`src/rtl/ram_8x4_bist.sv`:
```
// ram_8x4_bist
//
// Purpose:
//   Built-in self-test initiator for an 8x4 single-port RAM.
//   A test run starts on a start pulse. The run writes a deterministic
//   pattern to all eight locations, then reads every location back.
//   Each read is compared against the value that was written. The run
//   ends with a one-cycle done pulse, a pass flag, a saturating mismatch
//   count and the address of the first mismatch.
//
// Configuration macro:
//   BIST_INVERT_PASS_EN - when defined, a second pass runs after the first.
//                         The second pass uses the bitwise-inverted
//                         pattern, so every cell bit is exercised at both
//                         0 and 1. When undefined, only the true-pattern
//                         pass runs and no pass index register exists.
//
// Parameters:
//   READ_LAT  - cycles from presenting a read address to valid ram_rdata
//               (1 or 2)
//   PATTERN   - XOR seed for the data pattern
//
// Ports:
//   clk        in   sole clock, rising edge
//   rst        in   asynchronous active-high reset
//   start      in   run request, sampled only while idle
//   ram_en     out  RAM write enable (1 = write, 0 = read)
//   ram_addr   out  RAM address
//   ram_wdata  out  RAM write data
//   ram_rdata  in   RAM read data
//   busy       out  high while a run is in progress
//   done       out  one-cycle pulse at the end of a run
//   pass       out  1 when the last run saw no mismatch
//   err_count  out  mismatch count of the run, saturating at 15
//   fail_addr  out  address of the first mismatch of the run, 0 if none

module ram_8x4_bist #(
    parameter int unsigned READ_LAT = 1,
    parameter logic [3:0]  PATTERN  = 4'b0101
) (
    input  logic       clk,
    input  logic       rst,
    input  logic       start,
    output logic       ram_en,
    output logic [2:0] ram_addr,
    output logic [3:0] ram_wdata,
    input  logic [3:0] ram_rdata,
    output logic       busy,
    output logic       done,
    output logic       pass,
    output logic [3:0] err_count,
    output logic [2:0] fail_addr
);

    typedef enum logic [1:0] {
        IDLE,
        WR,
        RD,
        DONE
    } state_t;

    // The read phase issues eight addresses, then drains READ_LAT cycles.
    localparam logic [3:0] LAST_RD_STEP = 4'(7 + READ_LAT);

    state_t     state_q;
    logic [3:0] step_q;
    logic       ramEn_q;
    logic [2:0] ramAddr_q;
    logic [3:0] ramWdata_q;
    logic       busy_q;
    logic       done_q;
    logic       pass_q;
    logic [3:0] errCount_q;
    logic [2:0] failAddr_q;

    logic       pipeVld_q  [READ_LAT];
    logic [3:0] pipeExp_q  [READ_LAT];
    logic [2:0] pipeAddr_q [READ_LAT];

    logic       invert;
    logic       issue_d;
    logic [3:0] issueExp_d;
    logic       mismatch_d;

`ifdef BIST_INVERT_PASS_EN
    logic       passIdx_q;
    assign invert = passIdx_q;
`else
    assign invert = 1'b0;
`endif

    function automatic logic [3:0] patternOf(input logic [2:0] a, input logic inv);
        return ({1'b0, a} ^ PATTERN) ^ {4{inv}};
    endfunction

    // A read is issued in every read-phase cycle that still has an address
    // to present; drain cycles issue nothing.
    assign issue_d    = (state_q == RD) && (step_q < 4'd8);
    assign issueExp_d = patternOf(ramAddr_q, invert);
    assign mismatch_d = pipeVld_q[READ_LAT-1] && (ram_rdata != pipeExp_q[READ_LAT-1]);

    // Expected value and address travel READ_LAT stages alongside the RAM
    // read, so the last stage lines up with the returned data.
    always_ff @(posedge clk or posedge rst) begin
        if (rst) begin
            for (int i = 0; i < READ_LAT; i++) begin
                pipeVld_q[i]  <= 1'b0;
                pipeExp_q[i]  <= 4'h0;
                pipeAddr_q[i] <= 3'd0;
            end
        end else begin
            pipeVld_q[0]  <= issue_d;
            pipeExp_q[0]  <= issueExp_d;
            pipeAddr_q[0] <= ramAddr_q;
            for (int i = 1; i < READ_LAT; i++) begin
                pipeVld_q[i]  <= pipeVld_q[i-1];
                pipeExp_q[i]  <= pipeExp_q[i-1];
                pipeAddr_q[i] <= pipeAddr_q[i-1];
            end
        end
    end

    // Sequencer plus result bookkeeping. The final compare lands on the
    // edge that leaves the read phase, so the result is complete when the
    // DONE state publishes pass.
    always_ff @(posedge clk or posedge rst) begin
        if (rst) begin
            state_q    <= IDLE;
            step_q     <= 4'd0;
            ramEn_q    <= 1'b0;
            ramAddr_q  <= 3'd0;
            ramWdata_q <= 4'h0;
            busy_q     <= 1'b0;
            done_q     <= 1'b0;
            pass_q     <= 1'b0;
            errCount_q <= 4'd0;
            failAddr_q <= 3'd0;
`ifdef BIST_INVERT_PASS_EN
            passIdx_q  <= 1'b0;
`endif
        end else begin
            done_q <= 1'b0;

            if (mismatch_d) begin
                if (errCount_q != 4'd15) begin
                    errCount_q <= errCount_q + 4'd1;
                end
                if (errCount_q == 4'd0) begin
                    failAddr_q <= pipeAddr_q[READ_LAT-1];
                end
            end

            case (state_q)
                IDLE: begin
                    if (start) begin
                        state_q    <= WR;
                        step_q     <= 4'd0;
                        busy_q     <= 1'b1;
                        pass_q     <= 1'b0;
                        errCount_q <= 4'd0;
                        failAddr_q <= 3'd0;
                        ramEn_q    <= 1'b1;
                        ramAddr_q  <= 3'd0;
                        ramWdata_q <= patternOf(3'd0, 1'b0);
`ifdef BIST_INVERT_PASS_EN
                        passIdx_q  <= 1'b0;
`endif
                    end
                end
                WR: begin
                    if (step_q == 4'd7) begin
                        state_q    <= RD;
                        step_q     <= 4'd0;
                        ramEn_q    <= 1'b0;
                        ramAddr_q  <= 3'd0;
                        ramWdata_q <= 4'h0;
                    end else begin
                        step_q     <= step_q + 4'd1;
                        ramAddr_q  <= step_q[2:0] + 3'd1;
                        ramWdata_q <= patternOf(step_q[2:0] + 3'd1, invert);
                    end
                end
                RD: begin
                    if (step_q == LAST_RD_STEP) begin
`ifdef BIST_INVERT_PASS_EN
                        if (!passIdx_q) begin
                            state_q    <= WR;
                            step_q     <= 4'd0;
                            passIdx_q  <= 1'b1;
                            ramEn_q    <= 1'b1;
                            ramAddr_q  <= 3'd0;
                            ramWdata_q <= patternOf(3'd0, 1'b1);
                        end else begin
                            state_q    <= DONE;
                            ramAddr_q  <= 3'd0;
                        end
`else
                        state_q   <= DONE;
                        ramAddr_q <= 3'd0;
`endif
                    end else begin
                        step_q <= step_q + 4'd1;
                        // Address holds at 7 through the drain cycles.
                        if (step_q < 4'd7) begin
                            ramAddr_q <= step_q[2:0] + 3'd1;
                        end
                    end
                end
                DONE: begin
                    state_q <= IDLE;
                    done_q  <= 1'b1;
                    busy_q  <= 1'b0;
                    pass_q  <= (errCount_q == 4'd0);
                end
                default: begin
                    state_q <= IDLE;
                end
            endcase
        end
    end

    assign ram_en    = ramEn_q;
    assign ram_addr  = ramAddr_q;
    assign ram_wdata = ramWdata_q;
    assign busy      = busy_q;
    assign done      = done_q;
    assign pass      = pass_q;
    assign err_count = errCount_q;
    assign fail_addr = failAddr_q;

endmodule
```
`config.mk`:
```
export PLATFORM = sky130hd
export DESIGN_NAME = ram_8x4_bist
export DESIGN_NICKNAME = d
export VERILOG_FILES = /design/src/rtl/ram_8x4_bist.sv
export SDC_FILE = /design/constraint.sdc
export NUM_CORES = 1
export LEC_CHECK = 0
export ABC_AREA = 0
export BUFFER_PORTS_ARGS = -buffer_cell sky130_fd_sc_hd__buf_4
export CORE_ASPECT_RATIO = 1.5
export CORE_MARGIN = 3
export CORE_UTILIZATION = 39
export CTS_CLUSTER_DIAMETER = 40
export CTS_CLUSTER_SIZE = 25
export DETAILED_ROUTE_END_ITERATION = 16
export PLACE_DENSITY = 0.6
export SYNTH_ARGS = -nofsm -noshare
export SYNTH_HDL_FRONTEND = slang
export SYNTH_SLANG_ARGS = --single-unit
```
`constraint.sdc`:
```
create_clock -name clk -period 2.5 [get_ports clk]
set_input_delay 0.5 -clock clk [delete_from_list [all_inputs] [get_ports clk]]
set_output_delay 0.5 -clock clk [all_outputs]
set_load 0.02 [all_outputs]
```
After elaboration in Yosys (flattened, before gate mapping)
Cells that the tools add are included.
Widths: inputs -> output; s select.
{"block": "word_totals", "regBits": 31, "latch_bits": 0, "ram_bits": 0, "romBits": 0, "in_bits": 7, "out_inout_bits": 18, "word_cells": 76, "n_memories": 0}
{"block": "classes", "add_sub_neg": 3, "mul": 0, "div_mod_pow": 0, "magnitude_cmp": 2, "n_eq_ne": 12, "n_shift": 0, "n_mux": 31, "bitwise_logic": 2, "reduce_logical": 13}
{"cell": "$mux 4", "count": 8}
{"cell": "$mux 3", "count": 9}
{"cell": "$pmux 4 s3", "count": 1}
{"cell": "$reduce_and 3->1", "count": 4}
{"cell": "$pmux 3 s3", "count": 1}
{"cell": "$add 4x1->4 const B", "count": 2}
{"cell": "$pmux 2 s4", "count": 1}
{"cell": "$pmux 4 s2", "count": 1}
{"cell": "$mux 2", "count": 3}
{"cell": "$ne 2x2->1 const B", "count": 3}
{"cell": "$pmux 1 s2", "count": 3}
{"cell": "$eq 2x2->1 const B", "count": 2}
{"cell": "$eq 4x3->1 const B", "count": 1}
{"cell": "$eq 4x4->1 const B", "count": 1}
{"cell": "$logic_not 4->1", "count": 1}
{"cell": "$lt 4x3->1 const B", "count": 1}
{"cell": "$lt 4x4->1 const B", "count": 1}
{"cell": "$mux 1", "count": 4}
{"cell": "$ne 4x3->1", "count": 1}
{"cell": "$ne 4x4->1 const B", "count": 1}
{"cell": "$not 2->2", "count": 2}
{"cell": "$reduce_and 2->1", "count": 2}
{"cell": "$reduce_bool 2->1", "count": 2}
{"cell": "$add 3x1->3 const B", "count": 1}
{"cell": "6 further kinds", "count": 7}

Longest topological paths before layout
{"block": "logic_depth", "word_depth": 5, "ltp_mapped": 7, "mapped_depth_nobuf": 6}

Worst setup path after synthesis
No wires, ideal clock.
{"block": "synth_path", "kind": "reg-to-reg", "from": "reg state_q[1]", "to": "reg ramAddr_q[1], in the netlist ram_addr[1]", "setup_ps": 125, "t_arrival_ps": 1479, "t_required_ps": 2375, "path_slack_ps": 896, "path_stages_with_launch": 8, "n_path_buf": 1, "period_less_slack_ps": 1604, "path_cell_list": "dfrtp_1 > inv_1 > ha_1 > buf_2 > o21ai_1 > a41oi_2 > and3b_1 > mux2_2"}
{"block": "synth_via", "elab_chain_len": 3, "elab_cells_between_ends": 8, "classes_between": "4 x eq/ne; 1 x mux; 3 x reduce/logical"}
{"item": "start, declared", "line_no": "65", "rtl": "state_t state_q;"}
{"item": "start signal, assigned", "line_no": "128", "rtl": "state_q <= IDLE;"}
{"item": "start signal, assigned", "line_no": "156", "rtl": "state_q <= WR;"}
{"item": "start signal, assigned", "line_no": "172", "rtl": "state_q <= RD;"}
{"item": "$eq 2x2->1 (tied with other cells)", "line_no": "153", "rtl": "case (state_q)"}
{"item": "$ne 3x1->1 (no line) (tied with other cells)"}
{"item": "$reduce_and 3->1 (no line)"}
{"item": "end signal, assigned", "line_no": "179", "rtl": "ramAddr_q <= step_q[2:0] + 3'd1;"}
{"item": "end signal, assigned", "line_no": "205", "rtl": "ramAddr_q <= step_q[2:0] + 3'd1;"}
{"item": "end, declared", "line_no": "68", "rtl": "logic [2:0] ramAddr_q;"}
Several ways; a longest one is shown, not always the timed one.
A chain may end at the register's enable or synchronous reset.

Worst setup path after layout
{"block": "layout_path", "from": "reg state_q[0]", "to": "reg ramAddr_q[2], in the netlist ram_addr[2]"}
The elaborated chain is that of the path after synthesis.

==> impl_metrics.csv <==
group,metric,value,unit
clock_network,clk_latency,0.28,ns
critical_path,cp.required,2.66,ns
floorplan,ios,25,
floorplan,die_y,82.4,um
route,vias,1199,
pwr,vdd_drop_max,0.000650,V
logic_synthesis,yosys_warnings,0,
placed_design,io_buffer_count,23,
route,drc,0,
critical_path,crit_type,"reg2reg",
sta,finalSetupViolCount,0,
logic_synthesis,synthArstFlopShare,100,%
logic_synthesis,synth_cells,148,
grt,grtUsageTotal,15.2,%
logic_synthesis,syn_avg_cell_area,10.3,um^2
floorplan,start_util,40.8,%
clock_network,clock_sinks,29,
route,firstDrtPassIters,4,
floorplan,die-area,4690,um^2
clock_network,cts_tree,"built",
logic_synthesis,synth_top_area_share,47.8,%
floorplan,rows,27,
sta,tns,0,ns
clock_network,clk_pin_slew_worst_paths,0.06,ns
floorplan,core,3720,um^2
pwr,power.density,1160,nW/um^2
pwr,power,2.11,mW
grt,grt_pass1_vias,1133,
logic_synthesis,yosysSeqAreaShare,47.8,%
run_status,status,"finished clean",
placed_design,pre_cts_slack,0.699,ns
sta,timing.final.crit_share,72.3,%
route,first_iter_violations,32,
clock_network,numCtsBuffers,5,
clock_network,cts_buffer_depth,2,
final_layout,drive_gt1_share,24.6,%
critical_path,critPathLaunchType,"register",
route,viasPerCell,5.50,
logic_synthesis,synth_edf_count,0,
logic_synthesis,synth_common_cells,"dfrtp_1 (29), inv_1 (13), o21ai_0 (13)",
placed_design,hpwl,2520,um
logic_synthesis,yosysTopAreaCell,"dfrtp_1",
final_layout,area.growth.synth_to_final,20.2,%
final_layout,nNetsFinal,190,
logic_synthesis,synth-seq-cells,29,
sta,layout_setup_ws,0.692,ns
sta,slew_violations,0,
logic_synthesis,yosysMostFrequentCell,"dfrtp_1",
final_layout,postLayoutCoreUtil,49.1,%
clock_network,cts_resized,0,
final_layout,fillCellCount,350,
grt,antenna_found_initial,0,
clock_network,h-tree-depth,2,
logic_synthesis,synth_ff_type,"dfrtp_1",
critical_path,cp-end-kind,"register",
sta,worstMarginPinSlew,0.527,ns
grt,grt_overflow,0,
sta,finClkSkew,0.00479,ns
sta,hold_viol_final,0,
grt,grt_max_degree,30,
route,routed_wl,3280,um
clock_network,hold_buffers,0,
sta,maxSlewHeadroom,64.5,%
logic_synthesis,synth_area_leaders,"dfrtp_1 (48%), ha_1 (7.4%), o21ai_0 (4.3%)",
final_layout,diodes,0,
critical_path,r2r_cells,5,
logic_synthesis,synthesis.nets,164,
sta,fmax,0.553,GHz
critical_path,worstPathMaxFanout,5,
placed_design,gp_congestion,0.837,
clock_network,cts_setup_buffers,0,
clock_network,cts-root-buf,"clkbuf_8",
logic_synthesis,synth_cell_types,43,
route,antenna_left,0,
logic_synthesis,synth_area,1520,um^2
route,avgRoutedWirePerCell,15.0,um
pwr,cellLeakagePower,0.850,nW
critical_path,arrival,1.97,ns
flow_run,cap_violations,0,
sta,finalCriticalPeriod,1.81,ns
worst_hold_path,hp-class,"in2async",
floorplan,dieWidth,56.9,um
grt,grt_pass1_wl,5420,um
sta,rsz0062_at_grt,"false",
==> metrics by stage <==
step                instances  area [um^2]  hold WS [ns]
finish                    218         1820         0.288
global route              218         1820         0.316
CTS                       218         1820         0.298
detailed placement        210         1720         0.397
global placement          210         1720         0.381
floorplan                 148         1520         0.370
==> per-layer routing <==
metal,track usage [%],vias to the layer above,wire length [um]
li1,-,572,-
met1,15.9,575,1280
met2,27.8,41,1750
met3,4.20,11,160
met4,7.66,0,94
met5,0,-,0
==> critical path, stage by stage (launching register included) <==
cell     delay (ns)
dfrtp_1        0.40
inv_1          0.13
ha_1           0.23
nor2b_1        0.34
a211o_1        0.23
mux2_2         0.35
==> cells in the final DEF, fill, tap and decap left out, types with 3 or more instances in the layout <==
cell type	count
inv_1	13
dfrtp_1	29
clkbuf_8	7
nand3_1	9
mux2_2	3
nor2_1	10
o21ai_1	4
nand2_1	8
xor2_1	3
o21ai_0	13
buf_4	24
a21oi_1	9
ha_1	9
==> power breakdown <==
group          switching, mW  leakage (nW)  internal, mW  total (mW)
registers              0.113         0.367         0.604       0.717
logic                  0.577         0.429         0.388       0.965
clock network          0.180        0.0542         0.248       0.428
==> worst paths after layout <==
| path | startpoint | end | slack, ns |
|---|---|---|---|
| worst min register to register | ram_addr[1] | pipeAddr_q[1] | 0.41 |
| min in group clk | ram_addr[1] | pipeAddr_q[1] | 0.41 |
| max in group asynchronous | rst | pipeExp_q[2] | 1.94 |
| worst max register to register | state_q[0] | ram_addr[2] | 0.69 |
| worst min-delay path | rst | ram_en | 0.29 |
| worst max-delay path | state_q[0] | ram_addr[2] | 0.69 |
==> cell type report <==
| type | instances | area, um^2 | area share [%] |
|---|---|---|---|
| Tap cell | 43 | 53.8 | 2.95 |
| Inverter | 14 | 52.6 | 2.88 |
| Timing Repair Buffer | 24 | 180 | 9.88 |
| Clock inverter | 1 | 5.00 | 0.274 |
| Multi-Input combinational cell | 100 | 711 | 39.0 |
| Sequential cell | 29 | 726 | 39.8 |
| Clock buffer | 7 | 96.3 | 5.28 |
==> cells by family after synthesis <==
kind of cell,after synthesis,synth area share (%)
buffers and inverters,19,5.36
muxes,5,3.54
AOI/OAI and AO/OA,40,18.5
xor gates and xnor gates,3,1.73
other,1,0.247
adders and majority gates,9,7.42
DFF,29,47.8
and+or+nand+nor,42,15.3
==> registers in the layout, indices dropped and copies added (netlist names), 2 cells and up <==
register    count
pipeAddr_q      3
err_count       4
state_q         2
ram_addr        3
ram_wdata       3
fail_addr       3
pipeExp_q       2
step_q          4
Note: power is estimated with default switching activity, not from simulation.
